<file path="config.mk">
export PLATFORM = sky130hd
export DESIGN_NAME = uart_rx
export DESIGN_NICKNAME = d
export VERILOG_FILES = /design/src/rtl/uart_pkg.sv /design/src/rtl/uart_rx_sync_edge.sv /design/src/rtl/uart_rx.sv
export SDC_FILE = /design/constraint.sdc
export NUM_CORES = 1
export LEC_CHECK = 0
export CAP_MARGIN = 20
export CORE_MARGIN = 1
export CORE_UTILIZATION = 57
export DETAILED_ROUTE_END_ITERATION = 8
export HOLD_SLACK_MARGIN = 0.12
export PLACE_DENSITY = 0.76
export SETUP_SLACK_MARGIN = 0.5
export SYNTH_ARGS = -nofsm -noshare
export SYNTH_HDL_FRONTEND = slang
export SYNTH_SLANG_ARGS = --single-unit
</file>
<file path="constraint.sdc">
create_clock -name sclk -period 1.7 [get_ports sclk]
set_input_delay 0.17 -clock sclk [delete_from_list [all_inputs] [get_ports sclk]]
set_output_delay 0.17 -clock sclk [all_outputs]
set_load 0.005 [all_outputs]
</file>
<file path="src/rtl/uart_pkg.sv">
// uart_pkg -- shared definitions for the UART receiver and its matching transmitter.
// Holds the default clock/baud parameters, the derived cycles-per-bit count,
// the frame width, the FSM state encoding and the sample-point helper.
package uart_pkg;

  localparam int CLK_FREQ_DEF     = 50_000_000;
  localparam int BAUD_DEF         = 9600;
  localparam int BAUD_CNT_MAX_DEF = CLK_FREQ_DEF / BAUD_DEF;
  localparam int DATA_BITS        = 8;

  typedef enum logic [1:0] {
    IDLE  = 2'd0,
    START = 2'd1,
    DATA  = 2'd2,
    STOP  = 2'd3
  } uart_state_e;

  // Mid-bit sample point: half a bit period after the bit began.
  function automatic int sample_point(input int cnt_max);
    return cnt_max / 2;
  endfunction

endpackage

</file>
<file path="src/rtl/uart_rx_sync_edge.sv">
// sync_edge -- two-flop synchronizer for the asynchronous serial line plus a
// third flop used to detect a falling edge on the synchronized signal.
// Ports:
//   clk   in  system clock, rising edge
//   rst_n in  synchronous active-low reset (flops reset to the idle-high level)
//   din   in  asynchronous input line
//   dout  out synchronized line (second flop)
//   fall  out high while the synchronized line has just gone 1 -> 0
module sync_edge (
  input  logic clk,
  input  logic rst_n,
  input  logic din,
  output logic dout,
  output logic fall
);

  logic rx_s1_q;
  logic rx_s2_q;
  logic rx_s3_q;
  logic rx_s1_d;
  logic rx_s2_d;
  logic rx_s3_d;

  // Next-state of the synchronizer chain.
  always_comb begin
    rx_s1_d = din;
    rx_s2_d = rx_s1_q;
    rx_s3_d = rx_s2_q;
  end

  // Synchronizer flops; reset to 1 so releasing reset never looks like a start edge.
  always_ff @(posedge clk) begin
    if (!rst_n) begin
      rx_s1_q <= 1'b1;
      rx_s2_q <= 1'b1;
      rx_s3_q <= 1'b1;
    end else begin
      rx_s1_q <= rx_s1_d;
      rx_s2_q <= rx_s2_d;
      rx_s3_q <= rx_s3_d;
    end
  end

  assign dout = rx_s2_q;
  assign fall = rx_s3_q & ~rx_s2_q;

endmodule

</file>
<file path="src/rtl/uart_rx.sv">
// uart_rx -- 8N1 UART receiver, LSB first, idle-high line.
// Ports:
//   sclk      in  system clock, rising edge
//   rst_n     in  synchronous active-low reset
//   rx        in  asynchronous serial line
//   po_flag   out one-cycle strobe: po_data holds a newly received byte
//   po_data   out last validly received byte
//   frame_err out one-cycle strobe: stop bit was low, byte discarded
module uart_rx
  import uart_pkg::*;
#(
  parameter int CLK_FREQ     = CLK_FREQ_DEF,
  parameter int BAUD         = BAUD_DEF,
  parameter int BAUD_CNT_MAX = CLK_FREQ / BAUD
) (
  input  logic       sclk,
  input  logic       rst_n,
  input  logic       rx,
  output logic       po_flag,
  output logic [7:0] po_data,
  output logic       frame_err
);

  localparam int CNT_W = (BAUD_CNT_MAX > 2) ? $clog2(BAUD_CNT_MAX) : 1;
  localparam logic [CNT_W-1:0] CNT_LAST   = CNT_W'(BAUD_CNT_MAX - 1);
  localparam logic [CNT_W-1:0] CNT_SAMPLE = CNT_W'(sample_point(BAUD_CNT_MAX));

  logic rx_sync;
  logic rx_fall;

  uart_state_e          state_q;
  uart_state_e          state_d;
  logic [CNT_W-1:0]     baud_cnt_q;
  logic [CNT_W-1:0]     baud_cnt_d;
  logic [2:0]           bit_cnt_q;
  logic [2:0]           bit_cnt_d;
  logic [DATA_BITS-1:0] shift_q;
  logic [DATA_BITS-1:0] shift_d;
  logic [DATA_BITS-1:0] po_data_q;
  logic [DATA_BITS-1:0] po_data_d;
  logic                 po_flag_q;
  logic                 po_flag_d;
  logic                 frame_err_q;
  logic                 frame_err_d;

  logic                 sample_s;
  logic [CNT_W-1:0]     baud_next_s;

  sync_edge u_sync_edge (
    .clk  (sclk),
    .rst_n(rst_n),
    .din  (rx),
    .dout (rx_sync),
    .fall (rx_fall)
  );

  assign sample_s    = (baud_cnt_q == CNT_SAMPLE);
  assign baud_next_s = (baud_cnt_q == CNT_LAST) ? {CNT_W{1'b0}} : (baud_cnt_q + CNT_W'(1));

  // Receive FSM: next state, counters, shift register and output strobes.
  always_comb begin
    state_d     = state_q;
    baud_cnt_d  = baud_cnt_q;
    bit_cnt_d   = bit_cnt_q;
    shift_d     = shift_q;
    po_data_d   = po_data_q;
    po_flag_d   = 1'b0;
    frame_err_d = 1'b0;
    case (state_q)
      IDLE: begin
        baud_cnt_d = {CNT_W{1'b0}};
        bit_cnt_d  = 3'd0;
        if (rx_fall) begin
          state_d = START;
        end else begin
          state_d = IDLE;
        end
      end
      START: begin
        baud_cnt_d = baud_next_s;
        if (sample_s) begin
          // Line back high at mid start bit: a glitch, not a frame.
          if (rx_sync) begin
            state_d    = IDLE;
            baud_cnt_d = {CNT_W{1'b0}};
          end else begin
            state_d   = DATA;
            bit_cnt_d = 3'd0;
          end
        end else begin
          state_d = START;
        end
      end
      DATA: begin
        baud_cnt_d = baud_next_s;
        if (sample_s) begin
          shift_d[bit_cnt_q] = rx_sync;
          if (bit_cnt_q == 3'd7) begin
            state_d   = STOP;
            bit_cnt_d = 3'd0;
          end else begin
            bit_cnt_d = bit_cnt_q + 3'd1;
          end
        end else begin
          state_d = DATA;
        end
      end
      STOP: begin
        baud_cnt_d = baud_next_s;
        if (sample_s) begin
          // Leave mid stop bit so a back-to-back start edge is caught from IDLE.
          state_d    = IDLE;
          baud_cnt_d = {CNT_W{1'b0}};
          if (rx_sync) begin
            po_data_d = shift_q;
            po_flag_d = 1'b1;
          end else begin
            frame_err_d = 1'b1;
          end
        end else begin
          state_d = STOP;
        end
      end
      default: begin
        state_d    = IDLE;
        baud_cnt_d = {CNT_W{1'b0}};
        bit_cnt_d  = 3'd0;
      end
    endcase
  end

  // State and output registers.
  always_ff @(posedge sclk) begin
    if (!rst_n) begin
      state_q     <= IDLE;
      baud_cnt_q  <= {CNT_W{1'b0}};
      bit_cnt_q   <= 3'd0;
      shift_q     <= 8'h00;
      po_data_q   <= 8'h00;
      po_flag_q   <= 1'b0;
      frame_err_q <= 1'b0;
    end else begin
      state_q     <= state_d;
      baud_cnt_q  <= baud_cnt_d;
      bit_cnt_q   <= bit_cnt_d;
      shift_q     <= shift_d;
      po_data_q   <= po_data_d;
      po_flag_q   <= po_flag_d;
      frame_err_q <= frame_err_d;
    end
  end

  assign po_flag   = po_flag_q;
  assign po_data   = po_data_q;
  assign frame_err = frame_err_q;

endmodule

</file>
# --- Word-level counts from Yosys, hierarchy flattened ---
# Cells that the tools add are included.
op_classes:
  n_addsub: 2
  magnitude_cmp: 2
  eq_ne: 10
  muxes: 22
  bitwise_logic: 2
  n_reduce_logical: 7
ops:
  columns: ["operator", "count"]
  rows:
  - ["two-way mux 13 bit", 4]
  - ["case mux 13 bit (4 select lines)", 1]
  - ["adder 13 x 1 -> 13 bit (second input constant)", 1]
  - ["equality test 13 x 12 -> 1 bit (second input constant)", 1]
  - ["equality test 13 bit (second input constant)", 1]
  - ["two-way mux 3 bit", 4]
  - ["two-way mux 2 bit", 5]
  - ["case mux 3 bit (3 select lines)", 1]
  - ["bitwise mux 8 bit", 1]
  - ["case mux 2 bit (4 select lines)", 1]
  - ["inequality test 2 bit (second input constant)", 3]
  - ["AND reduction 3 bit", 2]
  - ["equality test 2 bit (second input constant)", 2]
  - ["< comparator 3 x 4 -> 1 bit (second input constant)", 1]
  - ["two-way mux 1 bit", 4]
  - ["AND reduction 4 bit", 1]
  - ["adder 3 x 1 -> 3 bit (second input constant)", 1]
  - ["demux 1 bit (select 3 bit)", 1]
  - ["equality test 3 bit (second input constant)", 1]
  - [">= comparator 3 x 1 -> 1 bit (second input constant)", 1]
  - ["inequality test 3 bit (second input constant)", 1]
  - ["nonzero test 3 bit", 1]
  - ["equality test 2 x 1 -> 1 bit (second input constant)", 1]
  - ["zero test 2 bit", 1]
  - ["4 further kinds", 4]
totals:
  regBits: 39
  in_bits: 3
  output_inout_bits: 10
  word_cells: 55

# --- Logic depth before layout (Yosys ltp) ---
logic_depth:
  depth_word: 5
  ltp_mapped: 7

# --- Modules after synthesis ---
# From an unflattened synthesis, not the netlist that was laid out.
hier_totals:
  hier_cells: 187
  area_unflattened_um2: 1732.9
modules_own_cells:
  columns: ["mod", "n_inst", "cells_per_inst", "area_per_inst_um2"]
  rows:
  - ["uart_rx", 1, 180, 1647.8]
  - ["sync_edge", 1, 7, 85.1]

# --- Least setup slack after synthesis ---
# No wires, ideal clock.
synth_path:
  path_type: "register to register"
  start: "register baud_cnt_q[0]"
  end: "register baud_cnt_q[7]"
  t_arrival_ps: 1371
  required_ps: 1585
  path_slack_ps: 214
  path_stages_with_launch: 8
  n_path_buf: 1
  period_less_slack_ps: 1486
  path_cell_list: "dfxtp_1 inv_1 ha_1 and4bb_2 nand4_4 o211ai_2 buf_6 nor2_1"
synth_between:
  elab_chain_len: 5
  elab_cells_between_ends: 8
synth_rtl:
  columns: ["item", "line", "rtl"]
  rows:
  - ["start: declaration", "uart_rx.sv:33", "logic [CNT_W-1:0] baud_cnt_q;"]
  - ["start signal: assignment", "uart_rx.sv:136", "baud_cnt_q <= {CNT_W{1'b0}};"]
  - ["start signal: assignment", "uart_rx.sv:144", "baud_cnt_q <= baud_cnt_d;"]
  - ["adder 13 x 1 -> 13 bit or equality test 13 bit (tied branches)", "uart_rx.sv:58", "assign baud_next_s = (baud_cnt_q == CNT_LAST) ? {CNT_W{1'b0}} : (baud_cnt_q + CNT_W'(1));"]
  - ["two-way mux 13 bit", "uart_rx.sv:58", null]
  - ["two-way mux 13 bit", "uart_rx.sv:83", "if (rx_sync) begin"]
  - ["two-way mux 13 bit", "uart_rx.sv:81", "if (sample_s) begin"]
  - ["case mux 13 bit (4 select lines) (*)", "uart_rx.sv:69", "case (state_q)"]
# Mark *: on every way between the ends. The rest lies on a longest branch, timed or not.
# A chain may end at the register's enable or synchronous reset.

# --- Worst setup path after layout ---
layout_path:
  start: "register baud_cnt_q[1]"
  end: "register state_q[0]"
layout_between:
  elab_chain_len: 3
  elab_cells_between_ends: 6
layout_rtl:
  columns: ["item", "line", "rtl"]
  rows:
  - ["equality test 13 x 12 -> 1 bit (*)", "uart_rx.sv:57", "assign sample_s = (baud_cnt_q == CNT_SAMPLE);"]
  - ["two-way mux 2 bit (on tied branches)", "uart_rx.sv:110, uart_rx.sv:81, uart_rx.sv:96", null]
  - ["case mux 2 bit (4 select lines)", "uart_rx.sv:69", null]
  - ["end signal: assignment", "uart_rx.sv:143", "state_q <= state_d;"]
  - ["end: declaration", "uart_rx.sv:31", "uart_state_e state_q;"]
# Marked as above.

==> impl_metrics.env <==
export IMPL_place_area_um2=2004
export IMPL_routedWlPerCell_um=14.86
export IMPL_ys_async_sr_fraction=0
export IMPL_critPathMaxStageDelay_ns=0.35
export IMPL_finalNonFillerCells=270
export IMPL_synthCells=196
export IMPL_rsz0062_at_grt="true"
export IMPL_fin_crit_sh=0.9464
export IMPL_synthDistinctLibCells=37
export IMPL_relSlewSlack=0.5834
export IMPL_p_leak_nw=0.8756
export IMPL_rows=20
export IMPL_ys_ff_latch=39
export IMPL_cp_start_kind="register"
export IMPL_skew_ns=0.009000
export IMPL_cpMostUsedCell="buf_4"
export IMPL_seq_power_share=0.646
export IMPL_crit_fanout=5
export IMPL_swShare=0.2359
export IMPL_end_kind="register"
export IMPL_synth_area_leader_cell="dfxtp_1"
export IMPL_stdcell_area_um2=2316
export IMPL_pwr_share_clk=0.317
export IMPL_antenna_found_initial=0
export IMPL_final_min_clock_period_ns=1.609
export IMPL_n_antenna_cell=0
export IMPL_p_sw_mw=0.3374
export IMPL_finalMaxSlewViolations=0
export IMPL_cp_top_family="simple AND/OR/NAND/NOR gates"
export IMPL_numCtsBuffers=5
export IMPL_netlist_top_cells_area="dfxtp_1, nand4_1, nor2_1"
export IMPL_synth_top_area_frac=0.4280
export IMPL_clock_sinks=39
export IMPL_cap_violations=0
export IMPL_worstPathRequired_ns=1.95
export IMPL_cts_tree="yes"
export IMPL_syn_num_nets=203
export IMPL_finalNetCount=232
export IMPL_drtAntennaViolNets=0
export IMPL_netlist_area_um2=1824
export IMPL_synth_avg_cell_area_um2=9.307
export IMPL_layout_drive_gt1_share=0.3451
export IMPL_synthTopCellsByCount="dfxtp_1, nor2_1, nand2_1"
export IMPL_start_util=0.5975
export IMPL_setup_violations=0
export IMPL_worstSetupPathType="register to register"
export IMPL_htree_levels=2
export IMPL_cp_arrival_ns=1.85
export IMPL_placedCellCount=247
export IMPL_min_path_type="input pin to register"
export IMPL_dr_pass1_iters=4
export IMPL_overflow=0
export IMPL_area_growth_pct=26.95
export IMPL_r2r_slack_ns=0.09
export IMPL_cts_hold_buf=0
export IMPL_tightest_slew_ns=0.6232
export IMPL_drcViolationCount=0
export IMPL_vias=1535
export IMPL_power_density_nw_per_um2=617.8
export IMPL_grt_pass1_wl_mm=6.596
export IMPL_first_iter_violations=78
export IMPL_hpwl_mm=2.612
export IMPL_grt_pass1_vias=1445
export IMPL_irDropWorstVdd_mv=0.4702
export IMPL_gp_congestion=0.8474
export IMPL_critPathBufInv=3
export IMPL_pin_count=13
export IMPL_grt_use_total=0.2593
export IMPL_final_hold_viol_count=0
export IMPL_insertion_delay_ns=0.35
export IMPL_cts_root_buf="clkbuf_4"
export IMPL_wl_mm=4.013
export IMPL_num_fill_cells=229
export IMPL_critical_path_cell_chain="inv_2 -> ha_4 -> and4bb_4 -> buf_4 -> and4_4 -> buf_4 -> nand2_1 -> and3_1"
export IMPL_synth_edff_count=0
export IMPL_die_h_um=58.57
export IMPL_coreArea_um2=3053
export IMPL_ys_seq_area_frac=0.4280
export IMPL_cts_buffer_depth=2
export IMPL_die_w_um=58.57
export IMPL_fin_setup_tns_ns=0
export IMPL_status="finished, final reports clean"
export IMPL_grt_max_degree=15
export IMPL_synthFlopType="dfxtp_1"
export IMPL_yosysMostFrequentCell="dfxtp_1"
export IMPL_slowest_stage="dfxtp_2"
export IMPL_pwr_share_comb=0.036
export IMPL_clk_pin_slew_worst_paths_ns=0.11
export IMPL_yosysWarnings=0
export IMPL_die_area_um2=3430
export IMPL_p_int_mw=1.093
export IMPL_port_buffers=12
export IMPL_max_freq_mhz=621.6
export IMPL_vias_per_cell=5.685
metal layers:
metal,share of wire,track usage
met5,0,0
met2,0.49,0.4236
met4,0.015,0.08844
met3,0.036,0.06813
met1,0.46,0.3333
worst reg2reg max path, delay by kind of cell, from the launching register on:
kind / cells / cell delay [ns]
fa+ha+maj: 1 / 0.12
simple gates: 4 / 0.73
buf+inv: 3 / 0.31
flops: 1 / 0.35
final cells by class:
type	instances	area, um2	area share
multi-input cells	137	1072	0.4630
repair buffers	36	315.3	0.1361
clock buffers	5	37.54	0.01621
flip-flops and latches	39	798.3	0.3447
clock inverters	3	15.01	0.006483
well taps	44	55.05	0.02377
inverters	6	22.52	0.009724
flip-flops by register name, indices dropped and copies added, names as in the netlist:
signal,count
frame_err,1
u_sync_edge.dout,1
u_sync_edge.rx_s3_q,1
shift_q,8
po_flag,1
state_q,2
po_data,8
baud_cnt_q,13
u_sync_edge.rx_s1_q,1
bit_cnt_q,3
worst paths after layout:
check             depth (start not counted)                 from                   to
hold reg to reg                           1  u_sync_edge.rx_s1_q     u_sync_edge.dout
setup reg to reg                          8        baud_cnt_q[1]           state_q[0]
setup / recovery                          8        baud_cnt_q[1]           state_q[0]
hold / removal                            2                   rx  u_sync_edge.rx_s1_q
repair_timing:
action | in CTS | in global routing
gates resized for setup | 55 | 9
gates cloned | 1 | 0
endpoints found under the setup margin | 46 | 36
pin swaps | 24 | 14
buffers inserted | 13 | 1
cells by family (layout without fill, tap and decap cells):
family,after synthesis,count (layout),share of synthesized area
multiplexers,7,7,0.03841
flip-flops,39,39,0.4280
buffers and inverters,20,50,0.05487
AO/OA/AOI/OAI,28,28,0.09260
XOR/XNOR,11,11,0.05281
adder cells (fa/ha/maj),4,4,0.02744
AND/OR/NAND/NOR,87,87,0.3059
cell usage in the layout, fill, tap and decap left out, types with 2 or more instances in the layout:
master and n:
a21oi_2 4, nor4bb_1 2, nand4_1 13, nand2b_1 3, o21ai_2 8, nor2_1 21
a21oi_1 6, and2_1 2, inv_1 4, buf_4 19, nand4b_1 2, ha_1 2
nand2_1 14, inv_2 2, xnor2_1 6, xor2_1 5, nand4_4 2, a22o_1 3
nor4_4 3, o21ai_0 2, clkinv_2 3, dlygate4sd2_1 10, nand3_1 8, clkbuf_4 5
dfxtp_2 11, mux2i_1 7, clkdlybuf4s50_1 2, and3_1 3, nor3_1 3, buf_6 4
dfxtp_1 27, nor4b_4 2
power groups by stage:
stage               sequential (mW)  combinational [mW]  clock (mW)
floorplan                     0.942              0.0309           0
detailed placement            0.946              0.0438           0
global route                  0.926              0.0573       0.508
global placement              0.946              0.0429           0
finish                        0.925              0.0521       0.454
CTS                           0.924              0.0498       0.465
metrics by stage:
step / hold slack [ns] / utilization / worst slack (ns) / power (mW)
after floorplan: 0.2430 / - / 0.2504 / 0.9729
after global placement: 0.3976 / 0.6566 / 0.1587 / 0.9885
after detailed placement: 0.4117 / 0.6566 / 0.04576 / 0.9900
after CTS: 0.3677 / 0.7447 / 0.1090 / 1.439
after global routing: 0.3838 / 0.7586 / 0.03271 / 1.491
final: 0.3796 / 0.7586 / 0.09113 / 1.431
Note: power is estimated with default switching activity, not from simulation.
